$ cat config.mk
export PLATFORM = sky130hd
export DESIGN_NAME = score_keeper
export DESIGN_NICKNAME = d
export VERILOG_FILES = /design/src/rtl/score_keeper.sv
export SDC_FILE = /design/constraint.sdc
export NUM_CORES = 1
export LEC_CHECK = 0
export CORE_UTILIZATION = 50
export CTS_CLUSTER_DIAMETER = 30
export DETAILED_ROUTE_END_ITERATION = 8
export PLACE_DENSITY = 0.8
export SLEW_MARGIN = 20
export SYNTH_ARGS = -nofsm -noshare
export SYNTH_HDL_FRONTEND = slang
export SYNTH_SLANG_ARGS = --single-unit
$ cat constraint.sdc
create_clock -name clk -period 5.6 [get_ports clk]
set_input_delay 1.12 -clock clk [delete_from_list [all_inputs] [get_ports clk]]
set_output_delay 1.12 -clock clk [all_outputs]
set_load 0.01 [all_outputs]
$ cat src/rtl/score_keeper.sv
// Game-progress tracker: saturating score, session high score, lives and START/PLAY/WIN/LOSE state.
// Optional combo scoring is built only when SCORE_COMBO_EN is defined.
module score_keeper #(
    parameter int unsigned WIN_SCORE     = 180,
    parameter int unsigned LIVES_INIT    = 3,
    parameter int unsigned PTS_T0        = 10,
    parameter int unsigned PTS_T1        = 20,
    parameter int unsigned PTS_T2        = 30,
    parameter int unsigned PTS_UFO       = 50,
    parameter int unsigned INVULN_FRAMES = 60,
    parameter int unsigned HOLD_FRAMES   = 120
`ifdef SCORE_COMBO_EN
    ,
    parameter int unsigned COMBO_FRAMES  = 30
`endif
) (
    input  logic       clk,
    input  logic       reset,
    input  logic       frame_tick,
    input  logic       start_btn,
    input  logic       hit_valid,
    input  logic [1:0] hit_type,
    input  logic       player_hit,
    input  logic       aliens_landed,
    output logic [1:0] game_state,
    output logic [7:0] score,
    output logic [7:0] high_score,
    output logic [1:0] lives,
    output logic       score_pulse
);

    localparam int unsigned INV_W  = (INVULN_FRAMES > 0) ? $clog2(INVULN_FRAMES + 1) : 1;
    localparam int unsigned HOLD_W = (HOLD_FRAMES > 0) ? $clog2(HOLD_FRAMES + 1) : 1;
`ifdef SCORE_COMBO_EN
    localparam int unsigned COMBO_W = (COMBO_FRAMES > 0) ? $clog2(COMBO_FRAMES + 1) : 1;
`endif

    typedef enum logic [1:0] {
        ST_START = 2'b00,
        ST_PLAY  = 2'b01,
        ST_WIN   = 2'b10,
        ST_LOSE  = 2'b11
    } state_t;

    state_t             state;
    logic               start_q;
    logic [INV_W-1:0]   invuln;
    logic [HOLD_W-1:0]  hold;
`ifdef SCORE_COMBO_EN
    logic [COMBO_W-1:0] combo;
`endif

    logic       start_rise;
    logic [7:0] base_pts;
    logic [8:0] hit_pts;
    logic [9:0] sum;
    logic [7:0] new_score;
    logic [7:0] hi_next;
    logic       life_lost;
    logic       lose;
    logic       win;

    assign game_state = state;

    // Score arithmetic and PLAY exit decisions for the current cycle
    always_comb begin
        start_rise = start_btn & ~start_q;
        case (hit_type)
            2'd0:    base_pts = 8'(PTS_T0);
            2'd1:    base_pts = 8'(PTS_T1);
            2'd2:    base_pts = 8'(PTS_T2);
            default: base_pts = 8'(PTS_UFO);
        endcase
        hit_pts = {1'b0, base_pts};
`ifdef SCORE_COMBO_EN
        if (combo != '0) begin
            hit_pts = {base_pts, 1'b0};
        end
`endif
        sum       = 10'(score) + 10'(hit_pts);
        new_score = score;
        if (hit_valid) begin
            new_score = (sum > 10'd255) ? 8'hFF : sum[7:0];
        end
        life_lost = player_hit && (invuln == '0);
        lose      = aliens_landed || (life_lost && (lives == 2'd1));
        win       = !lose && (32'(new_score) >= WIN_SCORE);
        hi_next   = (new_score > high_score) ? new_score : high_score;
    end

    // Game-state machine with all outputs registered
    always_ff @(posedge clk) begin
        if (reset) begin
            state       <= ST_START;
            score       <= '0;
            high_score  <= '0;
            lives       <= '0;
            score_pulse <= 1'b0;
            start_q     <= 1'b1;
            invuln      <= '0;
            hold        <= '0;
`ifdef SCORE_COMBO_EN
            combo       <= '0;
`endif
        end else begin
            start_q     <= start_btn;
            score_pulse <= 1'b0;
            case (state)
                ST_START: begin
                    if (start_rise) begin
                        state       <= ST_PLAY;
                        score       <= '0;
                        score_pulse <= (score != '0);
                        lives       <= 2'(LIVES_INIT);
                        invuln      <= '0;
`ifdef SCORE_COMBO_EN
                        combo       <= '0;
`endif
                    end
                end
                ST_PLAY: begin
                    score       <= new_score;
                    score_pulse <= (new_score != score);
                    if (life_lost) begin
                        lives  <= lives - 2'd1;
                        invuln <= INV_W'(INVULN_FRAMES);
                    end else if (frame_tick && (invuln != '0)) begin
                        invuln <= invuln - INV_W'(1);
                    end
`ifdef SCORE_COMBO_EN
                    if (life_lost) begin
                        combo <= '0;
                    end else if (hit_valid) begin
                        combo <= COMBO_W'(COMBO_FRAMES);
                    end else if (frame_tick && (combo != '0)) begin
                        combo <= combo - COMBO_W'(1);
                    end
`endif
                    // LOSE outranks WIN; the hit's points are kept either way
                    if (lose || win) begin
                        state      <= lose ? ST_LOSE : ST_WIN;
                        high_score <= hi_next;
                        hold       <= HOLD_W'(HOLD_FRAMES);
                        if (lose) begin
                            lives <= '0;
                        end
                    end
                end
                default: begin
                    if (frame_tick && (hold != '0)) begin
                        hold <= hold - HOLD_W'(1);
                    end
                    if (start_rise && (hold == '0)) begin
                        state <= ST_START;
                    end
                end
            endcase
        end
    end

endmodule
## Yosys cells after proc, flatten, opt, wreduce, memory -nomap -nowiden

Index checks and enable logic that the tools add are counted.

- Divide/modulo/power cells: 0
- Eq/ne operators: 8
- Bitwise logic cells: 3
- Magnitude comparators: 3
- Shift operators: 0
- Reductions and logical operators: 24
- Multipliers: 0
- Muxes and demuxes: 24
- Add/subtract/negate cells: 4

Operators by type and width:

| kind | count |
|---|---|
| 8-bit 2-to-1 mux | 3 |
| 6-bit 2-to-1 mux | 3 |
| 6-bit case mux with 3 select lines | 1 |
| 8-bit case mux with 2 select lines | 1 |
| 2-bit 2-to-1 mux | 7 |
| 7-bit 2-to-1 mux | 2 |
| 7-bit case mux with 2 select lines | 1 |
| 6-bit case mux with 2 select lines | 1 |
| 3-bit AND reduction | 4 |
| 8-bit by 8-bit adder with 9-bit output | 1 |
| 9-bit by 8-bit greater-than comparator with 1-bit output (second input constant) | 1 |
| 8-bit greater-or-equal comparator (second input constant) | 1 |
| 8-bit greater-than comparator | 1 |
| 8-bit != test | 1 |
| 2-bit case mux with 2 select lines | 2 |
| 8-bit nonzero test | 1 |
| 7-bit logical NOT | 1 |
| 7-bit nonzero test | 1 |
| 7-bit by 1-bit subtractor with 7-bit output (second input constant) | 1 |
| 2-bit by 1-bit == test with 1-bit output (second input constant) | 3 |
| 1-bit logical AND | 6 |
| 6-bit logical NOT | 1 |
| 6-bit nonzero test | 1 |
| 6-bit by 1-bit subtractor with 6-bit output (second input constant) | 1 |
| other kinds (14) | 20 |

- Bits in writable memories: 0
- Bits in latches: 0
- Register bits after elaboration: 35
- Memories kept: 0
- ROM bits: 0
- Input bits: 9

## Depth between registers and ports, before layout

- Word-level depth: 11
- Depth in mapped cells: 17
- Depth with buffers taken out: 17

## Worst setup path before layout

Ideal clock, no wire load.

- Path type: input port to flip-flop
- Start point: in hit_type[1]
- End point: reg high_score[0]
- Setup time: 0.121 ns
- Stages on the path: 17
- Arrival: 4.305 ns
- Path buffers: 0
- Setup slack: 1.174 ns
- Cell sequence: inv_1 > ha_1 > inv_1 > ha_1 > inv_1 > fa_1 > and2b_1 > o221ai_1 > or3_1 > nand2_1 > inv_1 > ha_1 > nand4_1 > a21oi_1 > o221ai_1 > a211oi_4 > mux2_4

- Cells in the longest elaborated chain, start to end: 10
- Elaborated cells on any way between the ends: 13
- Classes of those cells: add/sub (1); order compare (3); eq/ne (2); mux (3); reduce/logical (4)

RTL lines:

| item | RTL line | RTL |
|---|---|---|
| from (decl) | 22 | `input logic [1:0] hit_type,` |
| 2-bit == test (tied with other cells) | 68 | `case (hit_type)` |
| 6-bit case mux with 3 select lines * | 68 |  |
| 8-bit by 8-bit adder with 9-bit output * | 80 | `sum = 10'(score) + 10'(hit_pts);` |
| 9-bit by 8-bit greater-than comparator with 1-bit output | 83 | `new_score = (sum > 10'd255) ? 8'hFF : sum[7:0];` |
| 8-bit 2-to-1 mux * | 83 |  |
| 8-bit 2-to-1 mux * | 82 | `if (hit_valid) begin` |
| named net new_score[7] | 57 | `logic [7:0] new_score;` |
| 8-bit greater-or-equal comparator | 87 | `win = !lose && (32'(new_score) >= WIN_SCORE);` |
| 1-bit logical AND | 87 |  |
| 1-bit logical OR | 140 | `if (lose \|\| win) begin` |
| 3-bit AND reduction (no source line) * | -- |  |
| to (signal assigned) | 142 | `high_score <= hi_next;` |
| to (decl) | 27 | `output logic [7:0] high_score,` |

The timed path passes the listed nets; every way through them passes the cells marked *.
A chain may end at the register's enable or synchronous reset.

## Worst setup path in the final report

- Start point: in hit_type[1]
- End point: reg high_score[2]

The elaborated chain is that of the path after synthesis.

==> summary by stage <==
Status
The run finished with clean final reports.

Critical path
In this run the worst setup path terminates at high_score[2]$_SDFFE_PP0P_. Tracing the worst setup path back leads to its startpoint at hit_type[1]. In this run the worst path has a maximum fanout of 6. For flop-to-flop paths, the worst setup slack is 1790 ps. The buffers plus inverters on the worst setup path is 6.

Grouping stages by cell kind, the critical path spends the most delay in adder cells. The signal on the critical path passes through clkdlybuf4s50_1 > inv_1 > ha_1 > inv_1 > ha_1 > inv_1 > fa_1 > and2b_1 > o221ai_1 > or3_1 > nand2_1 > inv_1 > ha_1 > nand4_1 > a21oi_1 > o221ai_1 > a211oi_4 > buf_4 > mux2i_1. The worst path arrival time is 5110 ps. On the critical path, the stage with the largest delay is an instance of clkdlybuf4s50_1. The startpoint-to-endpoint class of the critical path is in2reg.

The number of cells traversed by the worst register-to-register path is 15. The category of the worst setup path launch point is a primary input. The critical path depth in cells is 19. The startpoint of the worst register-to-register path is score[1]$_SDFFE_PP0P_. In this design, the critical path's most frequently occurring cell is inv_1. In this run the critical register-to-register path is captured at high_score[2]$_SDFFE_PP0P_.

The peak per-stage delay on the critical path is 480 ps. The endpoint required time on the critical path is 5800 ps. The worst setup path is captured at a register.

Final layout
The total inserted antenna cells is 0. The proportion of layout cells with a drive suffix above 1 is 7.12%. In the final layout, flip-flops and latches occupy approximately 700 um^2. The post-layout net count is 366. The area added between synthesis and finish is 18.9%. The number of filler instances in the final layout is 409. In the layout the commonest cells are 35 x dfxtp_1, 31 x nor2_1, 29 x a21oi_1, 29 x clkdlybuf4s50_1, 26 x inv_1. The commonest non-fill, non-tap cell in the layout is dfxtp_1.

Summing all multi-input logic gate instances after layout gives 1620 um^2. Once layout is done, the placed cells without fillers occupy around 2900 um^2.

Power and ir drop
The power dissipated by switching net loads is 180 uW. The worst-case IR drop observed on VDD is 0.157 mV. The ratio of total power to cell area is ~210 nW/um^2. Summed over all cells, the static leakage comes to approximately 1.1 nW.

The internal portion of total power is 448 uW. The share of total power consumed by net switching is 28.7%. The portion of total power attributed to the clock network is a little over a third. Registers are responsible for 42.4% of the overall power. The combinational group share of total power is 21.4%.

Logic synthesis
By area the synthesized netlist is led by dfxtp_1 28%, ha_1 10%, a21oi_1 5.9%, nor2_1 4.7%, inv_1 4.0%. Synthesis handed over a netlist of around 310 instances. Sequential cells were found to cover 28.4% of the synthesized design area. The post-synthesis instance area is between 2000 and 2500 um^2.

A synthesized cell averages 8.02 um^2. The count of flip-flops with a built-in enable after synthesis is 0. The synthesized design contains 35 register bits. The number of warnings reported in the yosys synthesis log is 0. The library cell with the largest summed area after synthesis is dfxtp_1. The top cell type by area accounts for 28.4% of the synthesized area. The distinct cell type count of the synthesized netlist is 61. The share of synthesized registers carrying an async set or reset is 0%. For this run, the leading register cell type out of synthesis is dfxtp_1. Synthesis produced a netlist with a net count of 338.

Die
In this run the core area contains 25 standard-cell rows. The total die area is 5230 um^2. The vertical die dimension is 72.3 um. The number of I/O pins is 30. The region available for standard cell placement spans 4720 um^2. The effective utilization at floorplan is between 50% and 60%.

From left edge to right edge, the die measures 72.3 um.

Timing
The worst-margin pin slew is 675 ps. The worst path setup slack after routing is roughly 700 ps. The worst path uses 87.6% of the clock period. The total of endpoints with negative setup slack in the final report is 0. The peak clock frequency supported by timing is around 200 MHz.

Across all hold checks on the routed design, the worst slack comes to 484 ps. The number of hold violations in the final report is 0. The worst slew slack as a fraction of its limit is 54.8%.

Setup repair after global routing left no endpoint under its margin. Between clock sinks in the finished design, the worst skew comes to 8.98 ps. The sum of negative setup slack is 0 ps.

Counting I/O delays and the setup requirement, the final critical path takes 4910 ps. The number of max-slew violations in the final report is 0.

Detailed routing
The total number of vias is 2,260. The count of nets left with antenna violations after detail routing is 0. The first-pass detailed-route iteration total is 4. The aggregate routed wire length is roughly 5200 um. After detailed routing, the number of remaining DRC violations is 0. The mean routed wirelength per cell is approximately 13 um. In this run, the number of DRC markers left after iteration 0 of detailed routing was 152. The via density per instance is 5.59.

Clocking
The clock tree root buffer cell is clkbuf_8. Clock latency on the worst-skew pair, taken at its later pin, is 280 ps. The number of gates resized after CTS was 0. The level count of the clock H-tree is 2. The hold buffer count at cts is 0. Clock tree synthesis inserted a total of 5 buffers. TritonCTS built the clock tree. The number of clock sinks is 35. Clock-pin slew was measured on the worst setup and hold paths at 80 ps.

The clock passes through at most 2 buffers. The number of setup buffers added after CTS is 0.

Placement
The total of buffers placed on input and output ports is 29. The routability-driven placement congestion ratio is 0.881. The post-placement worst setup slack is 418 ps. Once placement finished, the instance area stood at 2830 um^2.

The total half-perimeter wirelength after legalization and detailed placement is 3880 um.

Global routing
The number of global-route vias before repair is 2,017. The initial antenna violation count is 0. The aggregate global-route resource usage is 21.2%. The total overflow left after global routing is 0. Entering global routing, the biggest net connects 47 pins. The global-route wire length before repair is 8960 um.

Job
The tool flagged a number of max-cap violations equal to 0.

Min path
The worst hold path belongs to the class reg2reg.
-- through the flow --
| step | cells | total power, mW | utilization, % |
|---|---|---|---|
| global route | 404 | 0.668 | 62.2 |
| global placement | 396 | 0.404 | 59.8 |
| finish | 404 | 0.628 | 62.2 |
| floorplan | 308 | 0.370 | - |
| CTS | 404 | 0.634 | 62.2 |
| detailed placement | 396 | 0.406 | 59.8 |
-- worst min-delay path by stage --
stage                      startpoint                endpoint  slack [ps]  depth (start not counted)
3_5_place_dp   invuln[5]$_SDFFE_PP0P_  invuln[5]$_SDFFE_PP0P_         470                          2
3_3_place_gp   invuln[5]$_SDFFE_PP0P_  invuln[5]$_SDFFE_PP0P_         460                          2
5_1_grt         lives[1]$_SDFFE_PP0P_   lives[1]$_SDFFE_PP0P_         520                          2
4_1_cts        invuln[5]$_SDFFE_PP0P_  invuln[5]$_SDFFE_PP0P_         480                          2
6_report       invuln[5]$_SDFFE_PP0P_  invuln[5]$_SDFFE_PP0P_         480                          2
2_1_floorplan  invuln[5]$_SDFFE_PP0P_  invuln[5]$_SDFFE_PP0P_         450                          2
-- area by class of cell --
type / count / share of cell area [%]
sequential: 35 / 23.9
clock inverter: 3 / 1.49
timing repair buffer: 33 / 10.9
tap: 67 / 2.85
clock buffer: 5 / 2.34
multi-input combinational: 235 / 55.2
inverter: 26 / 3.32
-- cells in the mapped netlist (2+ instances only) --
cell      count
o221ai_1      4
o32ai_1       2
o31a_1        4
ha_1         20
a21oi_1      29
a311oi_1      2
or2_1         2
clkbuf_1      9
inv_1        26
nand3_1       4
mux2_4        2
or2_2         2
dfxtp_1      35
a21boi_0      2
nand4_1       2
nor2b_1       3
mux2i_1       6
a31oi_1       3
a41oi_1       2
nor4_1        2
nor3_1       12
xor2_1        4
a22oi_1       5
nand2b_1     15
a21o_1        2
nor2_1       31
o21bai_1      3
or3_1         2
o21ai_0      12
o21a_1        2
o211ai_1      4
a211oi_4      2
buf_2         3
and3_1        5
nand2_1      19
-- metal layers --
layer  share of wire (%)  up-vias  wire, um  GRT usage (%)
met5                   0        -         0              0
met4                0.88        0        46           4.58
met3                 3.1        4       160           3.75
met2                  45       40      2330           33.3
met1                  51     1044      2690           30.3
li1                    -     1172         -              -
-- worst min-delay path, delay by kind of cell, from the launching register on --
| kind | cells | cell delay, ps |
|---|---|---|
| DFF | 1 | 320 |
| AOI/OAI and AO/OA | 2 | 130 |
-- sequential cells by signal, indices dropped and copies added (netlist names) --
signal,count
game_state,2
high_score,8
hold,7
invuln,6
lives,2
score,8
score_pulse,1
start_q,1
-- power by group through the flow --
stage	logic [mW]	registers [mW]	clock network, mW
global placement	0.132	0.272	0
detailed placement	0.134	0.272	0
global route	0.152	0.268	0.248
finish	0.134	0.267	0.227
floorplan	0.0982	0.272	0
CTS	0.135	0.266	0.233
-- cells by family after synthesis --
| group | after synthesis | share of synthesized area [%] |
|---|---|---|
| simple gates | 105 | 21.3 |
| xor+xnor | 5 | 1.77 |
| fa+ha+maj | 21 | 10.9 |
| mux | 9 | 4.10 |
| buf+inv | 38 | 5.93 |
| flops | 35 | 28.4 |
| compound gates | 95 | 27.6 |
(Power assumes the default switching activity.)
